$ cat src/rtl/en_reg_fifo.sv
// en_reg_fifo: in-order FIFO built from per-word enabled registers, registered read port.
// Define EN_REG_FIFO_ERR_FLAGS_EN to add sticky ovf/udf error outputs.
module en_reg_fifo #(
  parameter int DATA_W = 8,
  parameter int ADDR_W = 3
) (
  input  logic              clk,
  input  logic              rst_n,
  input  logic              wr_en,
  input  logic [DATA_W-1:0] wr_data,
  input  logic              rd_en,
  output logic [DATA_W-1:0] rd_data,
  output logic              full,
  output logic              empty,
  output logic [ADDR_W:0]   count
`ifdef EN_REG_FIFO_ERR_FLAGS_EN
  ,
  output logic              ovf,
  output logic              udf
`endif
);
  localparam int DEPTH = 2**ADDR_W;
  logic [DATA_W-1:0] mem_q [DEPTH];
  logic [DEPTH-1:0]  wen;
  logic [ADDR_W-1:0] wr_ptr_q, wr_ptr_d, rd_ptr_q, rd_ptr_d;
  logic [ADDR_W:0]   count_q, count_d;
  logic [DATA_W-1:0] rd_data_q, rd_data_d;
  logic              wr_acc, rd_acc;
  always_comb begin
    wr_acc    = wr_en && !full;
    rd_acc    = rd_en && !empty;
    wr_ptr_d  = wr_ptr_q + ADDR_W'(wr_acc);
    rd_ptr_d  = rd_ptr_q + ADDR_W'(rd_acc);
    count_d   = count_q + (ADDR_W+1)'(wr_acc) - (ADDR_W+1)'(rd_acc);
    rd_data_d = rd_acc ? mem_q[rd_ptr_q] : rd_data_q;
    wen       = '0;
    wen[wr_ptr_q] = wr_acc;
  end
  // storage words carry no reset; the empty guard keeps unwritten words unobservable
  always_ff @(posedge clk) begin
    for (int i = 0; i < DEPTH; i++)
      if (wen[i]) mem_q[i] <= wr_data;
  end
  always_ff @(posedge clk or negedge rst_n) begin
    if (!rst_n) begin
      wr_ptr_q  <= '0;
      rd_ptr_q  <= '0;
      count_q   <= '0;
      rd_data_q <= '0;
    end else begin
      wr_ptr_q  <= wr_ptr_d;
      rd_ptr_q  <= rd_ptr_d;
      count_q   <= count_d;
      rd_data_q <= rd_data_d;
    end
  end
  assign rd_data = rd_data_q;
  assign count   = count_q;
  assign full    = count_q == (ADDR_W+1)'(DEPTH);
  assign empty   = count_q == '0;
`ifdef EN_REG_FIFO_ERR_FLAGS_EN
  logic ovf_q, ovf_d, udf_q, udf_d;
  always_comb begin
    ovf_d = ovf_q || (wr_en && full);
    udf_d = udf_q || (rd_en && empty);
  end
  always_ff @(posedge clk or negedge rst_n) begin
    if (!rst_n) begin
      ovf_q <= 1'b0;
      udf_q <= 1'b0;
    end else begin
      ovf_q <= ovf_d;
      udf_q <= udf_d;
    end
  end
  assign ovf = ovf_q;
  assign udf = udf_q;
`endif
endmodule
$ cat config.mk
export PLATFORM = sky130hd
export DESIGN_NAME = en_reg_fifo
export DESIGN_NICKNAME = d
export VERILOG_FILES = /design/src/rtl/en_reg_fifo.sv
export SDC_FILE = /design/constraint.sdc
export NUM_CORES = 1
export LEC_CHECK = 0
export CAP_MARGIN = 5
export CORE_ASPECT_RATIO = 0.5
export CORE_MARGIN = 2
export CORE_UTILIZATION = 60
export CTS_CLUSTER_DIAMETER = 120
export DETAILED_ROUTE_END_ITERATION = 16
export HOLD_SLACK_MARGIN = 0.03
export PLACE_DENSITY = 0.93
export SLEW_MARGIN = 20
export SYNTH_ARGS = -nofsm -noshare
export SYNTH_HDL_FRONTEND = slang
export SYNTH_SLANG_ARGS = --single-unit
$ cat constraint.sdc
create_clock -name clk -period 3.9 [get_ports clk]
set_clock_uncertainty 0.05 [all_clocks]
set_input_delay 0.78 -clock clk [delete_from_list [all_inputs] [get_ports clk]]
set_output_delay 0.78 -clock clk [all_outputs]
set_load 0.05 [all_outputs]
==> results by group, run 1 <==
Clock network
  – CTS tree: done
  – Cts repair resizes: 0
  – Hold-fix buffers, CTS: 0
  – Setup bufs post-CTS: 0
  – TritonCTS Sinks: 82
  – Bufs on Longest Clock Path: 2
  – Clk slew on worst S/H paths: around 80 ps
  – CTS H-tree lvls: 3
  – Clk Latency, worst-skew pair: approximately 360 ps
  – Root Driver: clkbuf_8
  – CTS buffer count: 9

Routing
  – Initial drt markers: between 100 and 150
  – Post-route DRC violation count: 0
  – DR vias: ~1,900
  – First-pass iteration count of the detailed router: 4
  – Vias per Instance: about 6
  – Routed Antenna Nets: 0
  – Routed wire per std cell: approximately 22 um
  – Final wirelength: between 6000 and 7000 um

Timing
  – Fin. max-slew vios: 0
  – Hold Fails Final Rpt: 0
  – RSZ-0062 raised after global routing: false
  – Final period util: between 80% and 90%
  – Achievable frequency: between 0.3 and 0.4 GHz
  – Slew at the pin with the worst max-slew slack: between 900 and 1000 ps
  – Setup TNS: 0 ps
  – Final min period: approximately 3300 ps
  – Final Setup Violations: 0
  – Max-slew headroom: about a third

Finish
  – Final Cell Area: approximately 0.0039 mm2
  – Leading cell types in the layout, fill and taps excluded: edfxtp_1 (64), clkdlybuf4s50_1 (25), dfrtp_1 (17), mux2_2 (16), mux2i_1 (16)
  – Final net count: between 200 and 300
  – Area grow syn2layout: 15.1%
  – FILL cells: a little over 300
  – # diodes: 0
  – Share of cells above drive strength 1: between 10% and 20%
  – Most common cell after layout, fill and taps aside: edfxtp_1
  – Finished Core Util: a little under three quarters

Critical path
  – Endpoint required time on the critical path: between 3000 and 4000 ps
  – Setup crit start kind: flip-flop
  – Type of the worst setup path: flip-flop to output port
  – Slowest cell on crit path: clkdlybuf4s50_1
  – Worst Path Max Fanout: 10
  – Max incr delay on CP: approximately 950 ps
  – Worst Setup End Kind: output port
  – Arrival time worst endpoint: 2490 ps
  – Buf/Inv on CP: 2
  – Delay-heaviest family, CP: buffers and inverters
  – Worst-path cell chain: inv_1 > ha_1 > nor3b_2 > clkdlybuf4s50_1

Logic synthesis
  – Syn. warnings: 0
  – Compound-Gate Fraction of Synth Area: under 10%
  – Cells after synthesis: 200
  – XOR/XNOR share of the synthesized area: under 10%
  – Count of different cell masters after synthesis: 30
  – Multiplexer area fraction after synthesis: around a tenth
  – Avg Cell Area, Syn: 16.8 um2
  – Sequential share of the synthesized area: just over 70%
  – Simple-Gate Fraction of Synth Area: approximately 3.3%
  – Largest family of logic cells by synthesized area: multiplexers
  – Flops & latches, synth: 82
  – Post-Syn Nets: 223
  – Post-Synth Adder-Cell Area: under 10%
  – Syn Std Cell Area: between 0.003 and 0.004 mm2

Global route
  – Initial antenna violation count: 0
  – Grt ovf: 0
  – GRT Util Overall: 23.9%
  – Vias in the first global route: around 1,900
  – Largest net degree at the start of global routing: 27
  – First-pass GRT wire length: 10,200 um

Power
  – Leak Pwr: 0.00145 uW
  – Pwr dens: 803 mW/mm2
  – Max VDD drop: 513 uV

Die
  – Die Y: around 57 um
  – DIE AREA: 0.00627 mm2
  – Core ar.: roughly 0.0054 mm2
  – Cell Rows: 19
  – Starting Density: slightly above 60%
  – Top Ports: 26
  – Die width: around 110 um

Place
  – Routability cong.: 0.770
  – HPWL after detailed placement: approximately 4300 um
  – DP Area: approximately 0.0037 mm2
  – Number of port buffers: 25

Worst hold path
  – Worst hold path type: flip-flop to flip-flop

Status
  – Status: finished, final reports clean

Flow run
  – Max-Cap Viols: 0
[final timing paths]
check	from	to	slack, ps	cells past startpoint
setup / recovery	count[2]	empty	580	4
min in group asynchronous	rst_n	count[0]	860	1
max in group asynchronous	rst_n	rd_ptr_q[0]	2350	1
hold / removal	wr_ptr_q[0]	wr_ptr_q[0]	500	1
hold reg to reg	wr_ptr_q[0]	wr_ptr_q[0]	500	1
setup reg to reg	count[2]	count[2]	730	10
[per-stage QoR]
step                      power (uW)  instances  hold slack (ps)  setup slack, ps
after floorplan                 2150        200              434              626
after global placement          2400        295              452              921
after detailed placement        2480        295              482              773
after CTS                       3120        311              501              561
after global routing            3240        311              513              500
final                           3110        311              505              577
[where the power goes]
group | internal, uW | switching, uW
clock | 356 | 285
combinational | 461 | 695
sequential | 1150 | 165
[layout make-up]
cell class	instances	area (um2)	area share [%]
clock inverters	6	81.3	2.10
inverters	9	33.8	0.871
well taps	73	91.3	2.35
clock buffers	10	128	3.29
flip-flops and latches	82	2370	61.2
repair buffers	29	280	7.23
multi-input cells	102	891	23.0
[worst register-to-register path: stages, from the launching register on]
cell and delay (ps):
dfrtp_1 390, inv_1 110, ha_1 150, nor3b_2 540
nand2b_1 540, inv_1 170, ha_1 330, inv_1 50
ha_1 200, fa_1 380, xor2_1 160
[cells by family (layout without fill, tap and decap cells)]
family / count (synthesis) / in the layout
and+or+nand+nor: 21 / 21
DFF: 82 / 82
xor gates and xnor gates: 4 / 4
buffers and inverters: 16 / 54
muxes: 32 / 32
AOI/OAI and AO/OA: 34 / 34
adders and majority gates: 11 / 11
[per-layer routing]
layer / global-route usage, % / share of wire [%] / up-vias / routed length, um
met2: 36.4 / 47 / 96 / 3180
met3: 10.1 / 11 / 16 / 752
li1: - / - / 831 / -
met1: 31.2 / 40 / 907 / 2740
met4: 9.04 / 2.1 / 0 / 141
met5: 0 / 0 / - / 0
[registers in the layout (all words and copies together), names as in the netlist]
name and flops:
wr_ptr_q 3, rd_ptr_q 3, rd_data 8, mem_q 64
count 4
[cell usage after synthesis (all sizes together)]
cell type / count / area share, %
edfxtp: 64 / 57
dfrtp: 18 / 13
mux2: 16 / 5.3
mux2i: 16 / 4.8
ha: 10 / 3.7
inv: 9 / 1.0
a22o: 8 / 2.1
o21ai: 8 / 1.2
o22ai: 8 / 1.5
o31ai: 8 / 2.5
nor2: 7 / 0.78
buf: 6 / 2.0
nand2b: 4 / 0.74
xor2: 4 / 1.0
nand2: 3 / 0.33
nor3: 2 / 0.30
a21o: 1 / 0.22
a21oi: 1 / 0.15
clkbuf: 1 / 0.11
fa: 1 / 0.59
nand3: 1 / 0.15
nand3b: 1 / 0.22
nor2b: 1 / 0.19
nor3b: 1 / 0.37
or3b: 1 / 0.26
(Power assumes the default switching activity.)
==> run 2, diff against run 1 <==
--- a/config.mk
+++ b/config.mk
@@ -5,14 +5,16 @@
 export SDC_FILE = /design/constraint.sdc
 export NUM_CORES = 1
 export LEC_CHECK = 0
+export ABC_AREA = 1
 export CAP_MARGIN = 5
 export CORE_ASPECT_RATIO = 0.5
 export CORE_MARGIN = 2
 export CORE_UTILIZATION = 60
 export CTS_CLUSTER_DIAMETER = 120
 export DETAILED_ROUTE_END_ITERATION = 16
+export DONT_BUFFER_PORTS = 1
 export HOLD_SLACK_MARGIN = 0.03
-export PLACE_DENSITY = 0.93
+export PLACE_DENSITY = 0.87
 export SLEW_MARGIN = 20
 export SYNTH_ARGS = -nofsm -noshare
 export SYNTH_HDL_FRONTEND = slang
==> run 2 against run 1 <==
  * Critical path depth unchanged
  * Routed wire length up 9.7%
  * Non-clock buffer count down 28
  * Final cell count up 34%
  * Total power up 2.7%
  * Critical path type unchanged
  * Global-route usage up 0.95 points
  * Design area up 0.39%
  * Synthesized cell count up 69%
  * Die area up 6.5%
==> results by group, run 2 <==
Clock network
  – Clk slew on worst S/H paths: 60 ps (was 80 ps)
  – Hold-fix buffers, CTS: 0 (unchanged)
  – Bufs on Longest Clock Path: 2 (unchanged)
  – Clk Latency, worst-skew pair: 330 ps (was 360 ps)
  – CTS H-tree lvls: 3 (unchanged)
  – CTS buffer count: 9 (unchanged)
  – Root Driver: clkbuf_16 (was clkbuf_8)
  – Cts repair resizes: 0 (unchanged)
  – TritonCTS Sinks: 82 (unchanged)
  – Setup bufs post-CTS: 0 (unchanged)
  – CTS tree: done (unchanged)

Global route
  – Vias in the first global route: 2,331 (was 1,936)
  – Largest net degree at the start of global routing: 35 (was 27)
  – GRT Util Overall: 24.8% (was 23.9%)
  – First-pass GRT wire length: 11,800 um (was 10,200 um)
  – Initial antenna violation count: 0 (unchanged)
  – Grt ovf: 0 (unchanged)

Routing
  – First-pass iteration count of the detailed router: 6 (was 4)
  – Initial drt markers: 340 (was 119)
  – Post-route DRC violation count: 0 (unchanged)
  – DR vias: 2,352 (was 1,850)
  – Routed wire per std cell: 17.9 um (was 21.9 um)
  – Final wirelength: 7480 um (was 6820 um)
  – Vias per Instance: 5.64 (was 5.95)
  – Routed Antenna Nets: 0 (unchanged)

Logic synthesis
  – Simple-Gate Fraction of Synth Area: 19.8% (was 3.34%)
  – Syn Std Cell Area: 0.00360 mm2 (was 0.00337 mm2)
  – Synth Flop Type: edfxtp_1 (unchanged)
  – Post-Synth Adder-Cell Area: 4.03% (was 4.31%)
  – Post-Syn Nets: 361 (was 223)
  – Synth area leaders: edfxtp_1 (53%), dfrtp_1 (13%), nand2_1 (11%), nand3_1 (6.8%), inv_1 (5.9%) (was edfxtp_1 (57%), dfrtp_1 (13%), mux2_2 (5.3%), mux2i_1 (4.8%), ha_1 (3.7%))
  – Synth area leader: edfxtp_1 (unchanged)
  – Largest family of logic cells by synthesized area: simple AND/OR/NAND/NOR gates (was multiplexers)
  – Flops & latches, synth: 82 (unchanged)
  – Avg Cell Area, Syn: 10.7 um2 (was 16.8 um2)
  – Syn. warnings: 0 (unchanged)
  – Yosys top cell area share: 53.4% (was 57.0%)
  – Multiplexer area fraction after synthesis: 0% (was 10.1%)
  – Commonest cells in the netlist: nand2_1 (102), edfxtp_1 (64), inv_1 (57) (was edfxtp_1 (64), dfrtp_1 (18), mux2_2 (16), mux2i_1 (16), ha_1 (10))
  – Post-synth EDFFs: 64 (unchanged)
  – Sequential share of the synthesized area: 65.9% (was 70.4%)
  – Cells after synthesis: 338 (was 200)
  – XOR/XNOR share of the synthesized area: 0.973% (was 1.04%)
  – Synth async-reset ratio: 22.0% (unchanged)
  – Top-count cell post-synth: nand2_1 (was edfxtp_1)
  – Compound-Gate Fraction of Synth Area: 0.591% (was 7.65%)
  – Count of different cell masters after synthesis: 20 (was 30)

Finish
  – Final net count: 362 (was 256)
  – Biggest register: mem_q (unchanged)
  – Area grow syn2layout: 8.13% (was 15.1%)
  – Finished Core Util: 69.1% (was 71.2%)
  – Max reg flops: 64 (unchanged)
  – Fin cells: 417 (was 311)
  – Most common cell after layout, fill and taps aside: nand2_1 (was edfxtp_1)
  – Leading cell types in the layout, fill and taps excluded: nand2_1 (102), edfxtp_1 (64), inv_1 (57), nand3_1 (49), dfrtp_1 (18) (was edfxtp_1 (64), clkdlybuf4s50_1 (25), dfrtp_1 (17), mux2_2 (16), mux2i_1 (16))
  – # diodes: 0 (unchanged)
  – Share of cells above drive strength 1: 9.01% (was 17.6%)

Critical path
  – Endpoint required time on the critical path: 3070 ps (about the same)
  – Worst Setup End Kind: output port (unchanged)
  – Slowest cell on crit path: nor2_1 (was clkdlybuf4s50_1)
  – Arrival time worst endpoint: 2000 ps (was 2490 ps)
  – Most frequent CP cell: inv_1
  – Type of the worst setup path: flip-flop to output port (unchanged)
  – Max incr delay on CP: 680 ps (was 950 ps)
  – Worst Path Max Fanout: 3 (was 10)
  – Worst-path cell chain: inv_1 > ha_1 > inv_1 > nor2_1 (was inv_1 > ha_1 > nor3b_2 > clkdlybuf4s50_1)
  – Setup crit start kind: flip-flop (unchanged)

Timing
  – Max-slew headroom: 41.6% (was 34.4%)
  – Fin. max-slew vios: 0 (unchanged)
  – Final WS setup: 1070 ps (was 577 ps)
  – WHS: 80.9 ps (was 505 ps)
  – Final period util: 72.6% (was 85.2%)
  – Hold Fails Final Rpt: 0 (unchanged)
  – RSZ-0062 raised after global routing: false (unchanged)
  – Achievable frequency: 0.353 GHz (was 0.301 GHz)
  – Final Setup Violations: 0 (unchanged)
  – Setup TNS: 0 ps (unchanged)
  – Slew at the pin with the worst max-slew slack: 873 ps (was 980 ps)
  – Final min period: 2830 ps (was 3320 ps)

Die
  – Starting Density: 63.9% (was 61.9%)
  – Top Ports: 26 (unchanged)
  – Cell Rows: 19 (unchanged)
  – Die width: 114 um (was 110 um)
  – Core ar.: 0.00563 mm2 (was 0.00544 mm2)
  – DIE AREA: 0.00668 mm2 (was 0.00627 mm2)
  – Die Y: 58.8 um (was 57.0 um)

Power
  – Max VDD drop: 600 uV (was 513 uV)
  – Pwr dens: 821 mW/mm2 (was 803 mW/mm2)
  – Leak Pwr: 0.00175 uW (was 0.00145 uW)

Place
  – Number of port buffers: 0 (was 25)
  – Post-place setup slack: 1220 ps (was 773 ps)
  – Placed cells: 401 (was 295)
  – HPWL after detailed placement: 4420 um (was 4310 um)
  – Routability cong.: 0.887 (was 0.770)

Status
  – Status: finished, final reports clean (unchanged)

Flow run
  – Max-Cap Viols: 0 (unchanged)

Worst hold path
  – Worst hold path type: input pin to async pin (was flip-flop to flip-flop)
## run 2: cell count changes after synthesis, sizes merged, moves of 5 or more
cell and change:
mux2 -16, inv +55, nand3 +48, a22o -8
mux2i -16, o22ai -8, nand2 +100, buf +5
o21ai -7, o31ai -8
## run 2: kinds of logic after synthesis
kind of cell	Yosys count
buffers and inverters	75
AO/OA/AOI/OAI	2
flip-flops	82
XOR/XNOR	4
AND/OR/NAND/NOR	164
adder cells (fa/ha/maj)	11
## run 2: metal layers
metal / vias up / routed length (um) / GRT usage (%)
met4: 0 / 336 / 14.8
met5: - / 0 / 0
met2: 135 / 3570 / 38.2
li1: 1074 / - / -
met1: 1115 / 2820 / 31.1
met3: 28 / 759 / 8.96
## run 2: final timing paths
path	startpoint	endpoint	slack, ps	cells after the start
setup / recovery	count[2]	empty	1070	4
hold / removal	rst_n	rd_data[7]	80	0
setup reg to reg	count[2]	count[2]	1190	10
hold reg to reg	wr_ptr_q[2]	wr_ptr_q[2]	470	1
max in group asynchronous	rst_n	wr_ptr_q[1]	3630	0
min in group clk	wr_ptr_q[2]	wr_ptr_q[2]	470	1
## run 2: power by group
part           switching, uW  internal [uW]
combinational            638            283
clock                    327            429
sequential               372           1150
## run 2: worst max-delay path: cells and delay by family (launching register included)
kind,cells,cell delay (ps)
fa+ha+maj,1,160
flops,1,560
simple gates,1,680
buf+inv,2,270
## run 2: stage by stage
stage                     area [um2]  power, uW
final                           3890       3200
after global routing            3890       3350
after CTS                       3890       3180
after detailed placement        3630       2420
after global placement          3630       2360
after floorplan                 3600       2220
## run 2: cell type report
type	count	area, um2
Sequential cell	82	2370
Multi-Input combinational cell	181	916
Inverter	64	243
Fill cell	337	1740
Clock buffer	11	233
Clock inverter	5	31.3
Timing Repair Buffer	1	7.51
Tap cell	73	91.3
